<file path="src/rtl/serial_word_transmit.sv">
// Word-oriented 8N1 UART transmitter: sends a 32-bit word as four byte frames, MSB byte first.
// Optional even parity bit per byte when SERIAL_TX_PARITY_EN is defined.
module serial_word_transmit #(
    parameter int comm_clk_frequency = 100_000_000,
    parameter int baud_rate          = 115_200
) (
    input  logic        clk,
    input  logic        rst_n,
    input  logic        send,
    input  logic [31:0] word,
    output logic        busy,
    output logic        TxD
);

    localparam int CPB_RAW = comm_clk_frequency / baud_rate;
    localparam int CPB     = (CPB_RAW < 2) ? 2 : CPB_RAW;
    localparam int CW      = $clog2(CPB);

`ifdef SERIAL_TX_PARITY_EN
    typedef enum logic [2:0] {IDLE, START, DATA, PARITY, STOP} state_t;
`else
    typedef enum logic [2:0] {IDLE, START, DATA, STOP} state_t;
`endif

    state_t        state, next_state;
    logic [CW-1:0] cnt;
    logic [2:0]    bit_idx;
    logic [1:0]    byte_idx;
    logic [31:0]   word_q;
    logic          tick;
    logic [7:0]    cur_byte;

    assign tick     = (cnt == CW'(CPB - 1));
    assign cur_byte = word_q[31:24];
    assign busy     = (state != IDLE);

    always_ff @(posedge clk or negedge rst_n) begin
        if (!rst_n) begin
            state    <= IDLE;
            cnt      <= '0;
            bit_idx  <= '0;
            byte_idx <= '0;
            word_q   <= '0;
        end else begin
            state <= next_state;
            if (state == IDLE || tick)
                cnt <= '0;
            else
                cnt <= cnt + CW'(1);
            if (state == DATA && tick)
                bit_idx <= bit_idx + 3'd1;
            if (state == IDLE && send) begin
                word_q   <= word;
                byte_idx <= '0;
                bit_idx  <= '0;
            end else if (state == STOP && tick) begin
                // Next byte moves into the top slot so the data path never muxes on byte_idx.
                word_q   <= {word_q[23:0], 8'h00};
                byte_idx <= byte_idx + 2'd1;
            end
        end
    end

    always_comb begin
        next_state = state;
        TxD        = 1'b1;
        case (state)
            IDLE: begin
                if (send) next_state = START;
            end
            START: begin
                TxD = 1'b0;
                if (tick) next_state = DATA;
            end
            DATA: begin
                TxD = cur_byte[bit_idx];
                if (tick && bit_idx == 3'd7) begin
`ifdef SERIAL_TX_PARITY_EN
                    next_state = PARITY;
`else
                    next_state = STOP;
`endif
                end
            end
`ifdef SERIAL_TX_PARITY_EN
            PARITY: begin
                TxD = ^cur_byte;
                if (tick) next_state = STOP;
            end
`endif
            STOP: begin
                if (tick) next_state = (byte_idx == 2'd3) ? IDLE : START;
            end
            default: next_state = IDLE;
        endcase
    end

endmodule

</file>
<file path="config.mk">
export PLATFORM = sky130hd
export DESIGN_NAME = serial_word_transmit
export DESIGN_NICKNAME = d
export VERILOG_FILES = /design/src/rtl/serial_word_transmit.sv
export SDC_FILE = /design/constraint.sdc
export NUM_CORES = 1
export LEC_CHECK = 0
export BUFFER_PORTS_ARGS = -buffer_cell sky130_fd_sc_hd__buf_4
export CORE_ASPECT_RATIO = 0.7
export CORE_UTILIZATION = 38
export DETAILED_ROUTE_END_ITERATION = 10
export GPL_TIMING_DRIVEN = 0
export SYNTH_ARGS = -nofsm -noshare
export SYNTH_HDL_FRONTEND = slang
export SYNTH_SLANG_ARGS = --single-unit
</file>
<file path="constraint.sdc">
create_clock -name clk -period 1.9 [get_ports clk]
set_input_delay 0 -clock clk [delete_from_list [all_inputs] [get_ports clk]]
set_output_delay 0 -clock clk [all_outputs]
set_load 0.02 [all_outputs]
</file>
==> results.json, run 1 <==
{
  "synth_top_family_by_area": "simple AND/OR/NAND/NOR gates",
  "clk_latency_ns": 0.30,
  "maxCapViolCount": 0,
  "layout_common_cells": "nand2_1 (48), dfrtp_1 (48), nand3_1 (39), buf_4 (39), dlygate4sd3_1 (33)",
  "pwr-share-seq_pct": 44.4,
  "synth_compound_area_share_pct": 11.2,
  "area_growth_pct": 35.2,
  "numPortBuffers": 36,
  "cts_root_buf": "clkbuf_8",
  "yosysSeqAreaShare_pct": 51.7,
  "arrival_ns": 1.98,
  "cts_tree": "built",
  "critPathCaptureType": "flip-flop",
  "n_antenna_cell": 0,
  "chipHeight_um": 68.1,
  "dieArea_sq_um": 6560,
  "htree_levels": 2,
  "grt_pass1_wl_um": 9230,
  "p_sw_mw": 1.29,
  "fin_nets": 373,
  "hold_slack_ns": 0.179,
  "vias": 2031,
  "path_class": "flip-flop to flip-flop",
  "synth_top_area_share_pct": 51.7,
  "top_usage_layer": "met1",
  "worst_r2r_endpoint": "state[1]$_DFFE_PN0P_",
  "finalHoldViolations": 0,
  "final-setup-viol-count": 0,
  "p_leak_nw": 1.45,
  "status": "completed",
  "drv_slew": 0,
  "die_w_um": 96.4,
  "gr-usage-met2_pct": 28.5,
  "synth.avg_cell_area_sq_um": 9.33,
  "r2r_cells": 5,
  "num_io_pins": 37,
  "synth_xor_area_share_pct": 3.70,
  "grt_pass1_vias": 1909,
  "fin_worst_skew_ns": 0.00879,
  "yosys-top-cells-area": "dfrtp_1 (52%), nand3_1 (8.2%), nand2_1 (7.6%)",
  "drive_gt1_share_pct": 19.0,
  "nFillCells": 545,
  "grt_use_met1_pct": 28.7,
  "place_hpwl_um": 3970,
  "yosysUniqueCellTypes": 32,
  "clockPowerShare_pct": 21.2,
  "cpMaxStageDelayCell": "dfrtp_1",
  "path_delay_family": "flip-flops",
  "worst_pin_slew_ns": 0.634,
  "ys_ff_latch": 49,
  "yosys.area_share.simple_pct": 21.9,
  "rrSetupSlack_ns": 0.11,
  "fin_crit_ns": 1.79,
  "hold_path_depth": 4,
  "timing.final.crit_share_pct": 94.0,
  "crit_buf_inv": 1,
  "drc_errors": 0,
  "ir_drop_mv": 0.429,
  "cp_max_fo": 5,
  "postSynthCellCount": 254,
  "clock_sinks": 49,
  "yosys.area.top_type": "dfrtp_1",
  "grt_use_met3_pct": 3.33,
  "core-area_sq_um": 5870,
  "cts_setup_buffers": 0,
  "rsz0062_at_grt": "true",
  "fp-row-count": 23,
  "track_usage_pct": 19.1,
  "slowest_delay_ns": 0.40,
  "syn-cell-area_sq_um": 2370,
  "fmax_mhz": 560,
  "p_comb_share_pct": 34.4,
  "muxShareOfSynthArea_pct": 3.22,
  "hold_path_class": "input port to flip-flop",
  "cts_made_buffers": 5,
  "start_kind": "flip-flop",
  "wirelength_um": 5810,
  "via_per_inst": 5.00,
  "r2r-start": "state[0]$_DFFE_PN0P_",
  "powerDensity_nw_per_um2": 1160,
  "synthAdderAreaFrac_pct": 4.22,
  "hold_path.startpoint": "send",
  "antenna_found_initial": 0,
  "firstDrtPassIters": 4,
  "power_mw": 3.72,
  "required_ns": 2.09,
  "internal_power_mw": 2.43,
  "p_sw_share_pct": 34.7,
  "maxSlewHeadroom_pct": 57.8,
  "drt_iter0_drc": 134,
  "synth_fp_nets": 297,
  "place_congestion": 0.754,
  "hold_path_end": "state[0]$_DFFE_PN0P_",
  "cts_max_path_buffers": 2,
  "start_util_pct": 40.4,
  "drt.antenna.violating_nets": 0,
  "grt_overflow": 0,
  "grt_max_degree": 50,
  "ys_warn_count": 0,
  "clk_pin_slew_ns": 0.09,
  "worstPathCellList": "inv_1 > ha_1 > or3_1 > a21oi_2 > mux2_2",
  "wl_per_cell_um": 14.3
}
## flip-flops by register name, indices dropped and copies added, names as in the netlist
name and count:
cnt 10, state 2, bit_idx 3, word_q 32, byte_idx 2
## cells in the mapped netlist
| master | instances |
|---|---|
| xnor2_1 | 7 |
| and4_1 | 1 |
| nand3_1 | 39 |
| o21a_1 | 1 |
| o21ai_0 | 16 |
| mux4_2 | 2 |
| a2111o_1 | 1 |
| nor3_1 | 1 |
| and2_1 | 2 |
| xor2_1 | 3 |
| buf_6 | 1 |
| a21oi_1 | 18 |
| buf_2 | 2 |
| mux2_2 | 1 |
| o22ai_1 | 1 |
| and4b_1 | 1 |
| buf_4 | 2 |
| nand4_1 | 3 |
| clkbuf_1 | 10 |
| nor2_1 | 14 |
| nor3_2 | 1 |
| nor4_1 | 1 |
| or3_1 | 1 |
| ha_1 | 8 |
| dfrtp_1 | 49 |
| and3_1 | 1 |
| o21ai_1 | 2 |
| nand2_1 | 48 |
| o211ai_1 | 8 |
| inv_1 | 6 |
| mux2i_1 | 2 |
| nor2b_1 | 1 |
## area by class of cell
type | instances | area (sq um) | area share, %
multi-input cells | 184 | 1050 | 32.9
clock inverters | 2 | 37.5 | 1.17
inverters | 6 | 22.5 | 0.703
repair buffers | 69 | 601 | 18.7
flip-flops and latches | 49 | 1230 | 38.3
clock buffers | 6 | 82.6 | 2.58
well taps | 75 | 93.8 | 2.93
plain buffers | 15 | 85.1 | 2.66
## power groups by stage
stage | Clock [mW] | Combinational (mW) | Sequential (mW)
after global routing | 0.848 | 1.44 | 1.69
after detailed placement | 0 | 1.20 | 1.67
final | 0.788 | 1.28 | 1.65
after CTS | 0.801 | 1.26 | 1.64
after floorplan | 0 | 0.862 | 1.60
after global placement | 0 | 1.17 | 1.65
## worst reg2reg max path: cells and delay by family, from the launching register on
| family | cells | cell delay, ns |
|---|---|---|
| DFF | 1 | 0.40 |
| and+or+nand+nor | 1 | 0.40 |
| muxes | 1 | 0.34 |
| adders and majority gates | 1 | 0.27 |
| AOI/OAI and AO/OA | 1 | 0.19 |
| buffers and inverters | 1 | 0.08 |
## per-layer routing
metal  vias to the layer above  part of all wire, %
met4                         0                 0.81
met3                         5                  3.5
met2                        37                   43
met1                       957                   52
li1                       1032                    -
met5                         -                    0
## metrics by stage
| stage | TNS [ns] | cell area [sq um] | setup WS, ns | std cells | utilization, % |
|---|---|---|---|---|---|
| global placement | 0 | 2730 | 0.00739 | 365 | 46.6 |
| CTS | 0 | 3190 | 0.0222 | 406 | 54.3 |
| global route | -0.00238 | 3200 | -0.00238 | 406 | 54.6 |
| finish | 0 | 3200 | 0.114 | 406 | 54.6 |
| detailed placement | -0.0413 | 2730 | -0.0157 | 365 | 46.6 |
| floorplan | 0 | 2370 | 0.213 | 254 | - |
## what timing repair did
item                                   4_1_cts  5_1_grt
setup endpoints to repair                   14       35
gates resized for setup                      2       17
hold buffers                                33        0
gates cloned                                 0        0
endpoints found under the hold margin       81        0
pin swaps                                    0        1
## logic make-up (layout without fill, tap and decap cells)
logic type      count (synthesis)  in the layout
xor+xnor                       10             10
fa+ha+maj                       8              8
buf+inv                        21             98
simple gates                  114            114
mux                             5              5
flops                          49             49
compound gates                 47             47
## worst max path at each step
stage | from | slack (ns) | endpoint | cells after the start
after floorplan | state[0]$_DFFE_PN0P_ | 0.21 | state[1]$_DFFE_PN0P_ | 5
after global placement | cnt[0]$_DFF_PN0_ | 0.007 | word_q[12]$_DFFE_PN0P_ | 6
after detailed placement | cnt[0]$_DFF_PN0_ | -0.02 | word_q[15]$_DFFE_PN0P_ | 6
after CTS | bit_idx[0]$_DFFE_PN0P_ | 0.02 | TxD | 4
after global routing | cnt[0]$_DFF_PN0_ | -0.002 | word_q[29]$_DFFE_PN0P_ | 6
final | state[0]$_DFFE_PN0P_ | 0.11 | state[1]$_DFFE_PN0P_ | 5
Note: power is estimated with default switching activity, not from simulation.
==> inputs of run 2 (changes only) <==
REMOVE_ABC_BUFFERS = 1   (was unset)
clock period = 1.6 ns   (was 1.9 ns; I/O delays follow)
==> results.json, run 2 (synthesis gave the netlist of run 1 again) <==
{
  "status": "finished with violations",
  "violations": "setup timing",
  "cts_made_buffers": 5,
  "worst_r2r_endpoint": "state[0]$_DFFE_PN0P_",
  "met2WireLength_um": 2900,
  "via_per_inst": 5.20,
  "crit_buf_inv": 1,
  "dieArea_sq_um": 6560,
  "mostFrequentLayoutCell": "dfrtp_1",
  "start_kind": "flip-flop",
  "critPathCaptureType": "primary output",
  "arrival_ns": 1.70,
  "grt_max_degree": 53,
  "cts_tree": "built",
  "met3_length_um": 243,
  "firstDrtPassIters": 4,
  "layout_common_cells": "dfrtp_1 (46), nand2_1 (45), buf_4 (44)",
  "worst_pin_slew_ns": 0.630,
  "hold_path_depth": 3,
  "die_w_um": 96.4,
  "clk_latency_ns": 0.31,
  "cts_max_path_buffers": 2,
  "top_regs": "word_q x32, cnt x10, bit_idx x3",
  "area_growth_pct": 51.6,
  "cts_root_buf": "clkbuf_8",
  "dp_cells": 351,
  "post-place-ws_ns": -0.594,
  "ir_drop_mv": 0.498,
  "clk_pin_slew_ns": 0.09,
  "drt_iter0_drc": 73,
  "track_usage_pct": 19.0,
  "fin_cells": 410,
  "drt.antenna.violating_nets": 0,
  "numPortBuffers": 36,
  "r2r_cells": 5,
  "hold_path.startpoint": "send",
  "path_class": "flip-flop to primary output",
  "n_antenna_cell": 0,
  "nFillCells": 483,
  "place_hpwl_um": 3150,
  "worstPathCellList": "mux4_2 > mux2i_2 > mux2i_1 > buf_4",
  "drive_gt1_share_pct": 35.2,
  "cp_max_fo": 4,
  "fin_crit_ns": 1.70,
  "fmax_mhz": 587,
  "wl_per_cell_um": 15.7,
  "fp-row-count": 23,
  "grt_pass1_wl_um": 9170,
  "path_delay_family": "multiplexers",
  "antenna_found_initial": 0,
  "powerDensity_nw_per_um2": 1320,
  "met1_length_um": 3260,
  "final-setup-viol-count": 18,
  "chipHeight_um": 68.1,
  "maxCapViolCount": 0,
  "start_util_pct": 40.4,
  "grt_pass1_vias": 1851,
  "drc_errors": 0,
  "crit_start": "bit_idx[0]$_DFFE_PN0P_",
  "core-area_sq_um": 5870,
  "hold_slack_ns": 0.232,
  "drv_slew": 0,
  "maxSlewHeadroom_pct": 58.0,
  "r2r-start": "state[0]$_DFFE_PN0P_",
  "num_io_pins": 37,
  "regMostFlops": "word_q",
  "timing.final.crit_share_pct": 106,
  "required_ns": 1.60,
  "cpMaxStageDelayCell": "mux4_2",
  "slowest_delay_ns": 0.52,
  "finalHoldViolations": 0,
  "rrSetupSlack_ns": -0.06,
  "htree_levels": 2,
  "largest_reg_flops": 32,
  "grt_overflow": 0,
  "hold_path_end": "byte_idx[1]$_DFFE_PN0P_",
  "path_depth": 4,
  "vias": 2134,
  "fin_nets": 377,
  "fin_worst_skew_ns": 0.00922,
  "worst_slack_ns": -0.102,
  "place_congestion": 0.710,
  "wirelength_um": 6450,
  "hold_path_class": "input port to flip-flop",
  "top_layer": "met4",
  "power_mw": 4.74,
  "rsz0062_at_grt": "true",
  "p_leak_nw": 1.58,
  "clock_sinks": 49
}
==> run 2: cell types whose count changed in the layout (fill, tap and decap cells not counted), sizes merged <==
cell and change:
and4 +2, buf +6, and2 +1, clkbuf -3, clkinvlp -1, bufinv -1
==> run 2: worst reg2reg max path: cells and delay by family, from the launching register on <==
family,cells,cell delay [ns]
simple gates,1,0.40
compound gates,2,0.48
buf+inv,1,0.09
fa+ha+maj,1,0.16
flops,1,0.43
==> run 2: how the worst max path moves through the flow <==
stage / endpoint / slack, ns
floorplan: word_q[10]$_DFFE_PN0P_ / -0.49
CTS: TxD / -0.11
global route: TxD / -0.15
global placement: word_q[11]$_DFFE_PN0P_ / -1.11
detailed placement: word_q[14]$_DFFE_PN0P_ / -0.59
finish: TxD / -0.10
==> run 2: report_power, final <==
group	total [mW]	internal, mW	switching [mW]
registers	2.04	1.69	0.348
logic	1.98	0.959	1.02
clock network	0.719	0.312	0.407
==> run 2: timing repair <==
item / in CTS / in global routing
cloned: 1 / 6
buffers inserted: 8 / 3
gates resized for setup: 27 / 54
hold buffers: 33 / 0
endpoints found under the hold margin: 81 / 0
pin swaps: 7 / 30
endpoints found under the setup margin: 40 / 40
==> run 2: metrics by stage <==
| step | utilization, % | area [sq um] | TNS (ns) |
|---|---|---|---|
| final | 61.2 | 3590 | -0.405 |
| after global routing | 61.2 | 3590 | -2.38 |
| after CTS | 55.4 | 3250 | -0.136 |
| after detailed placement | 45.6 | 2680 | -19.94 |
| after global placement | 45.3 | 2660 | -35.72 |
| after floorplan | - | 2300 | -14.71 |
==> run 2: routing by layer <==
layer  GRT usage, %  up-vias
li1               -     1049
met2           29.5       51
met5              0        -
met1           27.3     1028
met3           4.00        6
met4           4.96        0
==> run 2: final cells by class <==
type	count	area [sq um]	area share, %
repair buffers	85	800	22.3
well taps	75	93.8	2.61
clock buffers	8	80.1	2.23
flip-flops and latches	49	1230	34.2
multi-input cells	187	1370	38.0
inverters	6	22.5	0.627
